--- config.mk ---
export PLATFORM = sky130hd
export DESIGN_NAME = key_sequence_player_flat
export DESIGN_NICKNAME = d
export VERILOG_FILES = /design/src/rtl/key_player_pkg.sv /design/src/rtl/key_sequence_player_if.sv /design/src/rtl/phase_timer.sv /design/src/rtl/key_sequence_player.sv /design/src/flat_wrapper.sv
export SDC_FILE = /design/constraint.sdc
export NUM_CORES = 1
export LEC_CHECK = 0
export ABC_AREA = 1
export CAP_MARGIN = 15
export CORE_MARGIN = 2
export CORE_UTILIZATION = 45
export CTS_CLUSTER_DIAMETER = 50
export DETAILED_ROUTE_END_ITERATION = 10
export HOLD_SLACK_MARGIN = 0.03
export PLACE_DENSITY = 0.8
export SETUP_SLACK_MARGIN = 0.3
export SLEW_MARGIN = 30
export SYNTH_ARGS = -nofsm -noshare
export SYNTH_HDL_FRONTEND = slang
export SYNTH_SLANG_ARGS = --single-unit
--- constraint.sdc ---
create_clock -name clock -period 1.38 [get_ports clock]
set_input_delay 0.207 -clock clock [delete_from_list [all_inputs] [get_ports clock]]
set_output_delay 0.207 -clock clock [all_outputs]
set_load 0.02 [all_outputs]
--- src/rtl/key_player_pkg.sv ---
// Shared types for the key sequence player and the lock-side symbol decoding.
package key_player_pkg;

  typedef enum logic [1:0] {
    IDLE    = 2'd0,
    PRESS   = 2'd1,
    RELEASE = 2'd2,
    DONE    = 2'd3
  } player_state_t;

  typedef enum logic {
    SYM_A = 1'b0,
    SYM_B = 1'b1
  } symbol_t;

  function automatic int unsigned max_u(input int unsigned a, input int unsigned b);
    return (a > b) ? a : b;
  endfunction

endpackage

--- src/rtl/key_sequence_player_if.sv ---
// Control handshake and key lines between a controller and the key sequence player.
interface key_sequence_player_if #(
  parameter int unsigned MAX_LEN = 8
);
  localparam int unsigned LEN_W = $clog2(MAX_LEN + 1);

  logic               start;
  logic [MAX_LEN-1:0] code;
  logic [LEN_W-1:0]   len;
  logic               abort;
  logic               key_a;
  logic               key_b;
  logic               busy;
  logic               done;

  modport master (
    output start, code, len, abort,
    input  key_a, key_b, busy, done
  );

  modport slave (
    input  start, code, len, abort,
    output key_a, key_b, busy, done
  );
endinterface

--- src/rtl/phase_timer.sv ---
// Loadable down-counter; zero flags the final cycle of the loaded phase.
module phase_timer #(
  parameter int unsigned WIDTH = 2
) (
  input  logic             clock,
  input  logic             reset,
  input  logic             load,
  input  logic [WIDTH-1:0] load_value,
  output logic             zero
);

  logic [WIDTH-1:0] count;

  always_ff @(posedge clock) begin
    if (reset) begin
      count <= '0;
    end else if (load) begin
      count <= load_value;
    end else if (count != '0) begin
      count <= count - WIDTH'(1);
    end
  end

  assign zero = (count == WIDTH'(1));

endmodule

--- src/rtl/key_sequence_player.sv ---
// Plays a latched A/B symbol sequence as clean key pulses separated by quiet gaps.
module key_sequence_player
  import key_player_pkg::*;
#(
  parameter int unsigned MAX_LEN      = 8,
  parameter int unsigned PULSE_CYCLES = 2,
  parameter int unsigned GAP_CYCLES   = 2
) (
  input logic                  clock,
  input logic                  reset,
  key_sequence_player_if.slave bus
);

  localparam int unsigned LEN_W = $clog2(MAX_LEN + 1);
  localparam int unsigned IDX_W = (MAX_LEN > 1) ? $clog2(MAX_LEN) : 1;
  localparam int unsigned CNT_W = $clog2(max_u(PULSE_CYCLES, GAP_CYCLES) + 1);

  player_state_t      state_q;
  player_state_t      state_d;
  logic [MAX_LEN-1:0] code_q;
  logic [LEN_W-1:0]   len_q;
  logic [LEN_W-1:0]   eff_len;
  logic [IDX_W-1:0]   index_q;
  logic [IDX_W-1:0]   index_d;
  logic               latch_en;
  logic               timer_load;
  logic [CNT_W-1:0]   timer_value;
  logic               phase_zero;
  logic               last_symbol;

  // Clamp keeps the index inside the code register, so it never wraps.
  assign eff_len     = (bus.len > LEN_W'(MAX_LEN)) ? LEN_W'(MAX_LEN) : bus.len;
  assign last_symbol = ((LEN_W'(index_q) + LEN_W'(1)) == len_q);

  phase_timer #(
    .WIDTH (CNT_W)
  ) u_phase_timer (
    .clock      (clock),
    .reset      (reset),
    .load       (timer_load),
    .load_value (timer_value),
    .zero       (phase_zero)
  );

  always_ff @(posedge clock) begin
    if (reset) begin
      state_q <= IDLE;
    end else begin
      state_q <= state_d;
    end
  end

  always_ff @(posedge clock) begin
    if (reset) begin
      index_q <= '0;
      code_q  <= '0;
      len_q   <= '0;
    end else begin
      index_q <= index_d;
      if (latch_en) begin
        code_q <= bus.code;
        len_q  <= eff_len;
      end
    end
  end

  // Next state; abort overrides everything including start.
  always_comb begin
    state_d     = state_q;
    index_d     = index_q;
    latch_en    = 1'b0;
    timer_load  = 1'b0;
    timer_value = CNT_W'(PULSE_CYCLES);
    if (bus.abort) begin
      state_d = IDLE;
    end else begin
      unique case (state_q)
        IDLE: begin
          if (bus.start) begin
            latch_en = 1'b1;
            index_d  = '0;
            if (eff_len == '0) begin
              state_d = DONE;
            end else begin
              state_d    = PRESS;
              timer_load = 1'b1;
            end
          end
        end
        PRESS: begin
          if (phase_zero) begin
            state_d     = RELEASE;
            timer_load  = 1'b1;
            timer_value = CNT_W'(GAP_CYCLES);
          end
        end
        RELEASE: begin
          if (phase_zero) begin
            if (last_symbol) begin
              state_d = DONE;
            end else begin
              state_d    = PRESS;
              index_d    = index_q + IDX_W'(1);
              timer_load = 1'b1;
            end
          end
        end
        DONE:    state_d = IDLE;
        default: state_d = IDLE;
      endcase
    end
  end

  // Outputs decode straight from registered state; no input reaches them.
  always_comb begin
    bus.key_a = 1'b0;
    bus.key_b = 1'b0;
    bus.busy  = (state_q != IDLE);
    bus.done  = (state_q == DONE);
    if (state_q == PRESS) begin
      if (symbol_t'(code_q[index_q]) == SYM_B) begin
        bus.key_b = 1'b1;
      end else begin
        bus.key_a = 1'b1;
      end
    end
  end

endmodule

--- src/flat_wrapper.sv ---
// flat-port wrapper written by rule: the top's interface ports become plain ports
module key_sequence_player_flat import key_player_pkg::*;
#(
  parameter int unsigned MAX_LEN      = 8,
  parameter int unsigned PULSE_CYCLES = 2,
  parameter int unsigned GAP_CYCLES   = 2
)
  (clock, reset, bus_start, bus_code, bus_len, bus_abort, bus_key_a, bus_key_b, bus_busy, bus_done);
  key_sequence_player_if #(.MAX_LEN(MAX_LEN)) bus_i ();
  input logic clock;
  input logic reset;
  input wire logic [$bits(bus_i.start)-1:0] bus_start;
  input wire logic [$bits(bus_i.code)-1:0] bus_code;
  input wire logic [$bits(bus_i.len)-1:0] bus_len;
  input wire logic [$bits(bus_i.abort)-1:0] bus_abort;
  output wire logic [$bits(bus_i.key_a)-1:0] bus_key_a;
  output wire logic [$bits(bus_i.key_b)-1:0] bus_key_b;
  output wire logic [$bits(bus_i.busy)-1:0] bus_busy;
  output wire logic [$bits(bus_i.done)-1:0] bus_done;
  assign bus_i.start = bus_start;
  assign bus_i.code = bus_code;
  assign bus_i.len = bus_len;
  assign bus_i.abort = bus_abort;
  assign bus_key_a = bus_i.key_a;
  assign bus_key_b = bus_i.key_b;
  assign bus_busy = bus_i.busy;
  assign bus_done = bus_i.done;
  key_sequence_player #(.MAX_LEN(MAX_LEN), .PULSE_CYCLES(PULSE_CYCLES), .GAP_CYCLES(GAP_CYCLES)) u_core (.clock(clock), .reset(reset), .bus(bus_i));
endmodule
[Yosys cells after proc, flatten, opt, wreduce, memory -nomap -nowiden]
Cells that the tools add are included.
Storage, ports and cells
  word-level logic and storage cells: 60
  input port bits: 16
  output and inout port bits: 4
  bits in registers: 19
Cells by class
  bitwise logic cells: 1
  equal/unequal tests: 9
  $add $sub $neg: 3
  $lt $le $gt $ge: 2
  muxes and demuxes: 29
  reductions and logical operators: 10
Operators by type and width (count)
  2-to-1 mux 1 bit: 14
  2-to-1 mux 2 bit: 7
  2-to-1 mux 3 bit: 3
  case mux 2 bit (4 select lines): 1
  nonzero test 2 bit: 4
  case mux 3 bit (2 select lines): 1
  AND reduction 5 bit: 1
  adder 3 x 1 -> 4 bit (second input constant): 1
  == test 2 x 1 -> 1 bit (second input constant): 2
  == test 2 bit (second input constant): 2
  == test 4 bit: 1
  greater-than comparator 4 bit (second input constant): 1
  logical NOT 4 bit: 1
  < comparator 3 x 4 -> 1 bit (second input constant): 1
  2-to-1 mux 4 bit: 1
  != test 2 x 1 -> 1 bit (second input constant): 2
  != test 2 bit (second input constant): 2
  OR reduction 2 bit: 2
  adder 3 x 1 -> 3 bit (second input constant): 1
  binary-select mux 1 bit (select 3 bit): 1
  case mux 1 bit (3 select lines): 1
  AND reduction 3 bit: 1
  logical NOT 2 bit: 1
  subtractor 2 x 1 -> 2 bit (second input constant): 1
  inverter 1 bit: 1

[Logic depth before layout (Yosys ltp)]
  word-level depth: 8
  gate-level depth with buffers: 11
  mapped depth without buffers: 11

[Modules after synthesis]
From an unflattened synthesis, not the netlist that was laid out.
Unflattened totals
  cells, all modules: 172
  area, all modules: 1107.3 sq um
By module, submodules not included
  key_sequence_player: cells an instance 150, seq. area each 340.3 sq um, instances 1, area an instance 967.2 sq um
  phase_timer: cells an instance 22, seq. area each 40.0 sq um, instances 1, area an instance 140.1 sq um

[Worst setup path before layout]
OpenSTA, ideal clock, no wires.
  kind: register to output
  start point: register u_core.index_q[0]
  end point: output port bus_key_b
  setup slack: -148 ps
  data arrival time: 1321 ps
  path buffers: 0
  data required time: 1173 ps
  cell stages (with the launch flop): 9
  cells stage by stage: dfxtp_1 > inv_2 > a21oi_1 > o21ai_0 > nand2_1 > inv_1 > o21ai_0 > inv_1 > nor2_1
On the way
  longest elaborated chain between the ends: 4
RTL lines
  start, declared: line key_sequence_player.sv:23  | logic [IDX_W-1:0] index_q;
  start signal, assigned: line key_sequence_player.sv:59  | index_q <= index_d;
  binary-select mux 1 bit (select 3 bit): line key_sequence_player.sv:121  | if (symbol_t'(code_q[index_q]) == SYM_B) begin
  2-to-1 mux 1 bit (not written as such): line key_sequence_player.sv:121
  2-to-1 mux 1 bit: line key_sequence_player.sv:121
  2-to-1 mux 1 bit: line key_sequence_player.sv:120  | if (state_q == PRESS) begin
  end, declared: line flat_wrapper.sv:17  | output wire logic [$bits(bus_i.key_b)-1:0] bus_key_b;
No other way between the ends. The select of a mux whose other input is x is not followed.

[Final worst setup path]
  start point: register u_core.index_q[0]
  end point: output port bus_key_a
On the way
  longest elaborated chain between the ends: 4
RTL lines
  binary-select mux 1 bit (select 3 bit): line key_sequence_player.sv:121
  2-to-1 mux 1 bit (not written as such): line key_sequence_player.sv:121
  2-to-1 mux 1 bit: line key_sequence_player.sv:121
  2-to-1 mux 1 bit: line key_sequence_player.sv:120
  end, declared: line flat_wrapper.sv:16  | output wire logic [$bits(bus_i.key_a)-1:0] bus_key_a;
No other way between the ends. The select of a mux whose other input is x is not followed.

==> metrics.md <==
| Metric | Value |
|---|---|
| Status | finished, violations left |
| Failing checks | setup timing |
| Largest net degree at the start of global routing | 13 |
| Iteration-0 DRC count of the detailed router | 43 |
| Post-synth EDFFs | 0 |
| Final GP Congestion | 0.9131 |
| Synth top area cells | dfxtp_1 (38%), nand2_1 (11%), inv_1 (8.7%), a21oi_1 (8.1%), nor2_1 (7.9%) |
| DP Area | 1459 um^2 |
| Asr flop ratio synth | 0% |
| Num CTS Buffers | 3 |
| Synthesis-to-layout area growth | 89.55% |
| Die width | 50.99 um |
| Crit path largest cell delay | 0.41 ns |
| CTS tree | built |
| Yosys Warn Count | 0 |
| Worst skew pair latency | 0.31 ns |
| Detailed-route vias per instance | 5.521 |
| Final Power | 1.334 mW |
| Net Count, Synth | 168 |
| Final period utilization | 136.0% |
| Starting density of the core | 46.24% |
| Worst-Margin Slew | 0.5283 ns |
| # nets final | 230 |
| CP max stage cell | dfxtp_4 |
| Die area | 2599 um^2 |
| CTS max path bufs | 2 |
| Layout cell share with drive strength beyond 1 | 52.83% |
| CP cell instances | a21oi_1, o21ai_0, nand2_1, nand2_2, o21ai_4, buf_4, nor2_2, buf_6 |
| Slew Limit Headroom | 64.74% |
| Peak VDD IR | 1076 uV |
| # port buffers | 19 |
| Initial antenna violation count | 0 |
| Syn avg cell area | 6.579 um^2 |
| DR WL met2 | 2.152 mm |
| Final setup TNS | -4.334 ns |
| Hold Path Class | reg2reg |
| Startpoint Class | flop |
| Critical path fanouts, max | 7 |
| Cell family with most CP delay | compound AO/OA/AOI/OAI gates |
| Total wire length | 4.288 mm |
| Setup violators final | 22 |
| Placed cells | 221 |
| CP Capture Type | primary output |
| Syn Std Cell Area | 993.5 um^2 |
| Hold Violations, Final | 0 |
| Worst-path clk slew | 0.13 ns |
| Synth Flop Type | dfxtp_1 |
| Cell row count | 17 |
| Worst Path Required | 1.17 ns |
| DRC viols | 0 |
| Mean routed wirelength per cell | 17.87 um |
| Most common cell in the netlist | nand2_1 |
| Final min period | 1.877 ns |
| Ant diodes | 0 |
| Final ANT Viol Nets | 0 |
| Synthesized instance count | 151 |
| Worst Path Arrival | 1.67 ns |
| DP HPWL | 2.090 mm |
| Clock root buffer | clkbuf_4 |
| Met3 WL | 241 um |
| CTS Sinks | 19 |
| Pwr dens | 708.5 nW/um^2 |
| Worst Path Buf+Inv | 2 |
| Number of synthesized register bits | 19 |
| Static leakage | 0.7839 nW |
| Distinct cells, synth | 22 |
| Fmax | 532.6 MHz |
| Final Core Density | 87.65% |
| Die Ht | 50.99 um |
| CORE AREA | 2148 um^2 |
| Final worst slack | -0.4975 ns |
| Global-route wire length before repair | 5.740 mm |
| DR pass1 iterations | 4 |
| WL met1 | 1.747 mm |
| RSZ-0062 raised after global routing | true |
| Critical setup path kind | reg2out |
| Vias | 1,325 |
| Design area | 1883 um^2 |
| H-tree levels | 1 |
| Global Route Usage Sum | 29.67% |
| Top routing layer in use | met4 |
| Setup Skew | 0.005082 ns |
| Seq/Total Area, Yosys | 38.29% |
| Fin cells | 240 |
| Maximum capacitance violations | 0 |
| # IOs | 20 |
| Vias in the first global route | 1,296 |
| Commonest cells in the netlist | nand2_1 (28), inv_1 (23), nor2_1 (21) |
| Max-slew violations | 0 |
| Post-synth top area cell | dfxtp_1 |
| Congestion Overflow GR | 0 |
| Yosys top cell area share | 38.29% |
==> kinds of logic after synthesis <==
family	after synthesis	share of synthesized area, %
flip-flops	19	38.29
adder cells (fa/ha/maj)	1	1.259
AO/OA/AOI/OAI	36	19.65
AND/OR/NAND/NOR	66	29.35
XOR/XNOR	1	0.8818
buffers and inverters	28	10.58
==> worst register-to-register path: cells and delay by family (launching register included) <==
family / cells / cell delay [ns]
flip-flops: 1 / 0.44
AND/OR/NAND/NOR: 3 / 0.43
AO/OA/AOI/OAI: 3 / 0.47
buffers and inverters: 3 / 0.33
==> area by class of cell <==
class / count / area (um^2)
Clock buffer: 3 / 22.52
Clock inverter: 1 / 7.507
Fill cell: 108 / 265.3
Inverter: 26 / 102.6
Multi-Input combinational cell: 104 / 764.5
Sequential cell: 19 / 389.1
Tap cell: 28 / 35.03
Timing Repair Buffer: 59 / 561.8
==> state kept, by name, indices dropped and copies added, names as in the netlist <==
register / flops
u_core.u_phase_timer.count: 2
u_core.index_q: 3
u_core.code_q: 8
u_core.state_q: 2
u_core.len_q: 4
==> path summary, 6_finish.rpt <==
| check | cells past startpoint | to | slack [ns] | start |
|---|---|---|---|---|
| max reg2reg | 9 | u_core.index_q[2] | -0.34 | u_core.index_q[0] |
| min reg2reg | 2 | u_core.u_phase_timer.count[1] | 0.47 | u_core.u_phase_timer.count[0] |
| min | 2 | u_core.u_phase_timer.count[1] | 0.47 | u_core.u_phase_timer.count[0] |
| max | 8 | bus_key_a | -0.50 | u_core.index_q[0] |
==> power breakdown <==
part	leakage, nW	internal [mW]	total [mW]	switching [mW]
logic	0.612	0.212	0.422	0.210
registers	0.158	0.575	0.594	0.0189
clock network	0.0139	0.111	0.318	0.208
total	0.784	0.897	1.33	0.437
==> routing by layer <==
metal,GRT usage (%),vias up
met5,0,-
met4,11.26,0
met3,5.263,16
met2,53.68,60
met1,34.36,641
li1,-,608
==> placed cells by master (no fill, tap or decap), types with 4 or more instances in the layout <==
cell type / instances
a21oi_2: 14
o21ai_4: 6
nor2_4: 9
nor2_1: 11
inv_1: 15
clkdlybuf4s50_1: 15
buf_4: 29
nand2_2: 6
o21ai_0: 6
buf_6: 13
dfxtp_2: 4
nand3_1: 5
o21ai_1: 4
nand2_1: 21
dfxtp_1: 14
inv_2: 9
==> through the flow <==
step	setup WS, ns	hold slack [ns]
after floorplan	0.06454	0.3419
after global placement	-0.4438	0.4413
after detailed placement	-0.4737	0.4475
after CTS	-0.3300	0.4563
after global routing	-0.5164	0.4868
final	-0.4975	0.4693
==> timing repair <==
action | 4_1_cts | 5_1_grt
pin swaps | 12 | 19
endpoints found under the hold margin | 0 | 0
cloned | 1 | 0
setup endpoints to repair | 23 | 23
hold buffers | 0 | 0
setup buffers | 6 | 8
resized for setup | 58 | 40
(Power assumes the default switching activity.)
